==> src/rtl/regfile_write_arbiter.sv <==
// Two-requester arbiter for the single register-file write port, with a registered
// write stage, starvation guard for requester 1 and a pending-destination scoreboard.
module regfile_write_arbiter #(
  parameter int DATA_WIDTH   = 32,
  parameter int ADDR_WIDTH   = 5,
  parameter int STARVE_LIMIT = 3
) (
  input  logic                         clk,
  input  logic                         reset,
  input  logic                         wb0_valid,
  input  logic [ADDR_WIDTH-1:0]        wb0_addr,
  input  logic [DATA_WIDTH-1:0]        wb0_data,
  output logic                         wb0_ready,
  input  logic                         wb1_valid,
  input  logic [ADDR_WIDTH-1:0]        wb1_addr,
  input  logic [DATA_WIDTH-1:0]        wb1_data,
  output logic                         wb1_ready,
  input  logic                         issue_valid,
  input  logic [ADDR_WIDTH-1:0]        issue_addr,
  output logic                         RegWrite,
  output logic [ADDR_WIDTH-1:0]        WriteRegister,
  output logic [DATA_WIDTH-1:0]        WriteData,
  output logic [(2**ADDR_WIDTH)-1:0]   pending,
  output logic [3:0]                   starve_cnt
);

  localparam int         NREGS     = 2**ADDR_WIDTH;
  localparam logic [3:0] LIMIT     = 4'(STARVE_LIMIT);
  localparam logic [3:0] CNT_MAX   = 4'd15;

  logic                  r_regwrite;
  logic [ADDR_WIDTH-1:0] r_wreg;
  logic [DATA_WIDTH-1:0] r_wdata;
  logic [NREGS-1:0]      r_pending;
  logic [3:0]            r_starve_cnt;

  logic                  w_force1;
  logic                  w_grant0;
  logic                  w_grant1;
  logic                  w_xfer;
  logic [ADDR_WIDTH-1:0] w_sel_addr;
  logic [DATA_WIDTH-1:0] w_sel_data;
  logic [3:0]            w_starve_nxt;
  logic [NREGS-1:0]      w_set_mask;
  logic [NREGS-1:0]      w_clr_mask;
  logic [NREGS-1:0]      w_pending_nxt;

  // Grant: requester 0 wins unless requester 1 has waited STARVE_LIMIT cycles.
  always_comb begin
    w_force1 = (r_starve_cnt >= LIMIT);
    w_grant0 = 1'b0;
    w_grant1 = 1'b0;
    if (reset) begin
      w_grant0 = wb0_valid & ~(w_force1 & wb1_valid);
      w_grant1 = wb1_valid & (~wb0_valid | w_force1);
    end else begin
      w_grant0 = 1'b0;
      w_grant1 = 1'b0;
    end
    w_xfer = w_grant0 | w_grant1;
  end

  // Select the granted requester's address and data.
  always_comb begin
    w_sel_addr = wb0_addr;
    w_sel_data = wb0_data;
    if (w_grant1) begin
      w_sel_addr = wb1_addr;
      w_sel_data = wb1_data;
    end else begin
      w_sel_addr = wb0_addr;
      w_sel_data = wb0_data;
    end
  end

  // Starvation counter: runs only while requester 1 waits, saturating.
  always_comb begin
    w_starve_nxt = r_starve_cnt;
    if (w_grant1 || !wb1_valid) begin
      w_starve_nxt = 4'd0;
    end else if (r_starve_cnt != CNT_MAX) begin
      w_starve_nxt = r_starve_cnt + 4'd1;
    end else begin
      w_starve_nxt = r_starve_cnt;
    end
  end

  // Scoreboard: a new issue outranks a completing write to the same index.
  always_comb begin
    w_set_mask = '0;
    w_clr_mask = '0;
    if (issue_valid && (issue_addr != '0)) begin
      w_set_mask[issue_addr] = 1'b1;
    end else begin
      w_set_mask = '0;
    end
    if (w_grant1 && (wb1_addr != '0)) begin
      w_clr_mask[wb1_addr] = 1'b1;
    end else begin
      w_clr_mask = '0;
    end
    w_pending_nxt    = (r_pending & ~w_clr_mask) | w_set_mask;
    w_pending_nxt[0] = 1'b0;
  end

  // Registered write stage, scoreboard and counter state.
  always_ff @(posedge clk or negedge reset) begin
    if (!reset) begin
      r_regwrite   <= 1'b0;
      r_wreg       <= '0;
      r_wdata      <= '0;
      r_pending    <= '0;
      r_starve_cnt <= 4'd0;
    end else begin
      r_regwrite   <= w_xfer && (w_sel_addr != '0);
      if (w_xfer) begin
        r_wreg  <= w_sel_addr;
        r_wdata <= w_sel_data;
      end else begin
        r_wreg  <= r_wreg;
        r_wdata <= r_wdata;
      end
      r_pending    <= w_pending_nxt;
      r_starve_cnt <= w_starve_nxt;
    end
  end

  assign wb0_ready     = w_grant0;
  assign wb1_ready     = w_grant1;
  assign RegWrite      = r_regwrite;
  assign WriteRegister = r_wreg;
  assign WriteData     = r_wdata;
  assign pending       = r_pending;
  assign starve_cnt    = r_starve_cnt;

endmodule

==> config.mk <==
export PLATFORM = sky130hd
export DESIGN_NAME = regfile_write_arbiter
export DESIGN_NICKNAME = d
export VERILOG_FILES = /design/src/rtl/regfile_write_arbiter.sv
export SDC_FILE = /design/constraint.sdc
export NUM_CORES = 1
export LEC_CHECK = 0
export ABC_CLOCK_PERIOD_IN_PS = 3200
export CAP_MARGIN = 20
export CELL_PAD_IN_SITES_DETAIL_PLACEMENT = 2
export CELL_PAD_IN_SITES_GLOBAL_PLACEMENT = 2
export CORE_MARGIN = 5
export CORE_UTILIZATION = 26
export CTS_CLUSTER_DIAMETER = 40
export CTS_CLUSTER_SIZE = 30
export DETAILED_ROUTE_END_ITERATION = 6
export HOLD_SLACK_MARGIN = 0.05
export PLACE_DENSITY = 0.85
export SETUP_SLACK_MARGIN = 0.5
export SLEW_MARGIN = 30
export SYNTH_ARGS = -nofsm -noshare
export SYNTH_HDL_FRONTEND = slang
export SYNTH_SLANG_ARGS = --single-unit
==> constraint.sdc <==
create_clock -name clk -period 3.2 [get_ports clk]
set_input_delay 0.32 -clock clk [delete_from_list [all_inputs] [get_ports clk]]
set_output_delay 0.32 -clock clk [all_outputs]
set_load 0.005 [all_outputs]
Yosys cells after proc, flatten, opt, wreduce, memory -nomap -nowiden
Index checks and enable logic that the tools add are counted.

operators by class
  add/subtract/negate cells = 1
  magnitude comparators = 5
  equal/unequal tests = 1
  muxes and demuxes = 12
  bitwise logic cells = 10
  reduce and logical (&&, ||, !) cells = 11

operators by type and width
  kind                   number
  $mux W32               3
  $and A32 B32 Y32       1
  $not A32 Y32           1
  $or A32 B32 Y32        1
  $reduce_bool A5 Y1     3
  $lt A5 B6 Y1 const B   2
  $demux W1 S5           2
  $ge A5 B1 Y1 const B   2
  $mux W4                2
  $logic_and A1 B1 Y1    5
  $mux W5                1
  $add A4 B1 Y4 const B  1
  $ge A4 B2 Y1 const B   1
  $mux W1                4
  $ne A4 B4 Y1 const B   1
  $and A1 B1 Y1          3
  $not A1 Y1             2
  $or A1 B1 Y1           2
  $reduce_bool A2 Y1     1
  $logic_not A1 Y1       1
  $logic_or A1 B1 Y1     1

word-level totals
  register bits = 73
  input port bits = 84
  word-level logic and storage cells = 45

Logic depth before layout (Yosys ltp)
  depth in word-level cells = 9
  depth in mapped cells = 6

Worst setup path after synthesis
OpenSTA, ideal clock, no wires.

  kind = flip-flop to output port
  start = register r_starve_cnt[0] (netlist: starve_cnt[0])
  end = output wb0_ready
  arrival time = 1.394 ns
  slack = 1.486 ns
  cell stages (with the launch flop) = 6
  cells stage by stage = dfrtp_1 ha_1 o31ai_1 nand3_1 clkbuf_1 inv_1

on the way
  longest elaborated chain between the ends = 5

ends and longest elaborated chain
  item                    line  RTL
  from (decl)             35    logic [3:0] r_starve_cnt;
  from (signal assigned)  124   r_starve_cnt <= w_starve_nxt;
  $ge A4 B2 Y1            50    w_force1 = (r_starve_cnt >= LIMIT);
  $and A1 B1 Y1           54    w_grant0 = wb0_valid & ~(w_force1 & wb1_valid);
  $not A1 Y1              54
  $and A1 B1 Y1           54
  $mux W1                 53    if (reset) begin
  to (decl)               13    output logic wb0_ready,

Every way passes these cells.

Final worst setup path
  start = input reset
  end = output wb1_ready

on the way
  longest elaborated chain between the ends = 1

ends and longest elaborated chain
  item         line  RTL
  from (decl)  9     input logic reset,
  $mux W1      53
  to (decl)    17    output logic wb1_ready,

Every way passes these cells.

==> impl_metrics.json <==
{
  "grt_antenna_before_repair": 0,
  "drt_iter0_drc": 178,
  "crit_cells": 6,
  "crit_chain": "dlygate4sd3_1, buf_4, nand2_1, buf_4, nor2_1, clkdlybuf4s50_1",
  "critPathRequiredTime_ps": 2880,
  "nNetsFinal": 568,
  "path_clk_slew_ps": 60,
  "critPathKind": "input port to output pin",
  "yosysSeqAreaShare_pct": 51.87,
  "slowest_delay_ps": 550,
  "core-area_sq_mm": 0.01324,
  "outcome": "finished clean",
  "numClockSinks": 73,
  "grt_pass1_wl_mm": 23.18,
  "drc": 0,
  "setup_viol": 0,
  "fmax_ghz": 0.3936,
  "place_hpwl_mm": 10.82,
  "syn_avg_cell_area_sq_um": 10.64,
  "slew_headroom_pct": 46.43,
  "min_period_over_period_pct": 79.40,
  "path_max_fanout": 23,
  "drive_above_1_share_pct": 6.148,
  "portBuffers": 158,
  "finish.instance_area_sq_mm": 0.005553,
  "critical_path.endpoint": "wb1_ready",
  "grt_overflow_total": 0,
  "startpoint": "reset",
  "cpMostUsedCell": "buf_4",
  "drt-total-wl_mm": 14.71,
  "fp-row-count": 42,
  "ys_ff_latch": 73,
  "place.gp.congestion": 0.8165,
  "area_delta_synth_final_pct": 57.66,
  "end_kind": "output pin",
  "layout_common_cells": "clkdlybuf4s50_1, dfrtp_1, nand2_1, o21a_1, o32a_1",
  "grt_pass1_vias": 3983,
  "die_y_um": 126.4,
  "drv_slew": 0,
  "initial_core_util_pct": 26.60,
  "synth_area_sq_mm": 0.003522,
  "ir_worst_vdd_mv": 0.1880,
  "numCtsBuffers": 9,
  "num_vias": 3476,
  "clock_skew_ps": 5.374,
  "htree_levels": 3,
  "cts_tree": "built",
  "ys.warnings.count": 0,
  "track_usage_pct": 18.36,
  "cpMaxStageDelayCell": "clkdlybuf4s50_1",
  "period_minus_slack_ps": 2541,
  "cts_root_buf": "clkbuf_16",
  "regToRegEndpoint": "pending[4]",
  "wl_per_cell_um": 22.15,
  "clk_latency_ps": 340,
  "rsz0062_at_grt": "false",
  "dpl_cell_area_sq_mm": 0.005234,
  "die_x_um": 126.4,
  "first_pass_iters": 4,
  "worstHoldPathType": "input port to asynchronous set/reset pin",
  "grt_max_degree": 38,
  "reg2reg_from": "starve_cnt[0]",
  "final_common_cell": "clkdlybuf4s50_1",
  "ios": 160,
  "die_area_sq_mm": 0.01597,
  "yosysUniqueCellTypes": 42,
  "power_leakage_uw": 0.002177,
  "p_per_area_mw_per_mm2": 542.3,
  "viasPerCell": 5.235,
  "synth_cells": 331,
  "critical_path_arrival_ps": 2220,
  "critPathBufInv": 4,
  "hold_slack_ps": 412.9,
  "critPathTopFamily": "buffers and inverters",
  "ff2ff_path_depth": 5,
  "cp-start-kind": "input port",
  "r2r_slack_ps": 1170,
  "cap_violations": 0,
  "antennaDiodeCount": 0,
  "hold_viol": 0,
  "cts_buffer_depth": 2,
  "worst_pin_slew_ps": 792.8,
  "fin_setup_tns_ps": 0,
  "synth_nets": 416,
  "drtAntennaViolNets": 0
}
worst min path at each step:
stage | startpoint | end | slack (ps)
after floorplan | reset | RegWrite | 20
after CTS | reset | pending[23] | 420
after global placement | reset | pending[27] | 230
final | reset | pending[17] | 410
after global routing | reset | pending[17] | 430
after detailed placement | reset | pending[23] | 240
Yosys cell counts (all sizes together):
library cell / n / share of area [%]
a211oi: 1 / 0.21
a21oi: 6 / 0.85
a22oi: 7 / 1.5
a31oi: 6 / 1.1
and2: 2 / 0.36
and4: 1 / 0.25
and4b: 3 / 0.85
buf: 18 / 3.3
clkbuf: 8 / 0.85
conb: 1 / 0.11
dfrtp: 73 / 52
ha: 1 / 0.36
inv: 11 / 1.2
mux2i: 1 / 0.28
nand2: 45 / 4.8
nand3: 4 / 0.57
nand3b: 3 / 0.64
nand4: 1 / 0.18
nand4b: 2 / 0.50
nor2: 12 / 1.3
nor2b: 2 / 0.36
nor3: 1 / 0.14
nor4: 1 / 0.60
nor4b: 1 / 0.67
nor4bb: 3 / 0.85
o21a: 33 / 7.0
o21ai: 17 / 2.5
o22ai: 1 / 0.18
o311ai: 1 / 0.25
o31ai: 25 / 5.3
o32a: 32 / 9.1
or3: 1 / 0.18
or3b: 3 / 0.75
or4: 1 / 0.21
or4b: 2 / 0.57
xnor2: 1 / 0.25
cell families (layout without fill, tap and decap cells):
group                      Yosys count  after routing  synth area share (%)
adders and majority gates            1              1                0.3552
muxes                                1              1                0.2842
DFF                                 73             73                 51.86
xor gates and xnor gates             1              1                0.2487
and+or+nand+nor                     88             88                 13.75
buffers and inverters               37            194                 5.364
other                                1              1                0.1065
AOI/OAI and AO/OA                  129            129                 28.03
stage by stage:
step | std cells | setup slack (ps) | power [uW] | utilization [%]
2_1_floorplan | 331 | 1486 | 1427 | -
3_3_place_gp | 647 | 885.8 | 1928 | 39.52
3_5_place_dp | 647 | 871.7 | 1977 | 39.52
4_1_cts | 664 | 674.7 | 3057 | 41.93
5_1_grt | 664 | 613.8 | 3171 | 41.93
6_report | 664 | 659.1 | 3011 | 41.93
cell type report:
type,instances,area [sq um]
multi-input combinational,221,1506
tap,176,220.2
inverter,11,41.29
timing repair buffer,167,1649
clock inverter,2,35.03
clock buffer,14,274.0
sequential,73,1827
fill,1396,7690
routing by layer:
metal | vias to the layer above | global-route usage [%] | part of all wire, %
li1 | 1555 | - | -
met1 | 1756 | 21.82 | 41
met2 | 147 | 30.01 | 48
met3 | 18 | 7.818 | 9.8
met4 | 0 | 5.994 | 1.6
met5 | - | 0 | 0
flip-flops by register name (all words and copies together) (netlist names):
| name | cells |
|---|---|
| RegWrite | 1 |
| WriteData | 32 |
| WriteRegister | 5 |
| pending | 31 |
| starve_cnt | 4 |
repair_timing:
action,4_1_cts,5_1_grt
hold buffers,1,0
gates resized for setup,0,0
buffers inserted,0,0
endpoints found under the hold margin,16,0
power by group:
part	switching, uW	total (uW)	internal, uW
Clock	392	1060	667
Sequential	105	1170	1070
Combinational	307	779	473
(Power assumes the default switching activity.)
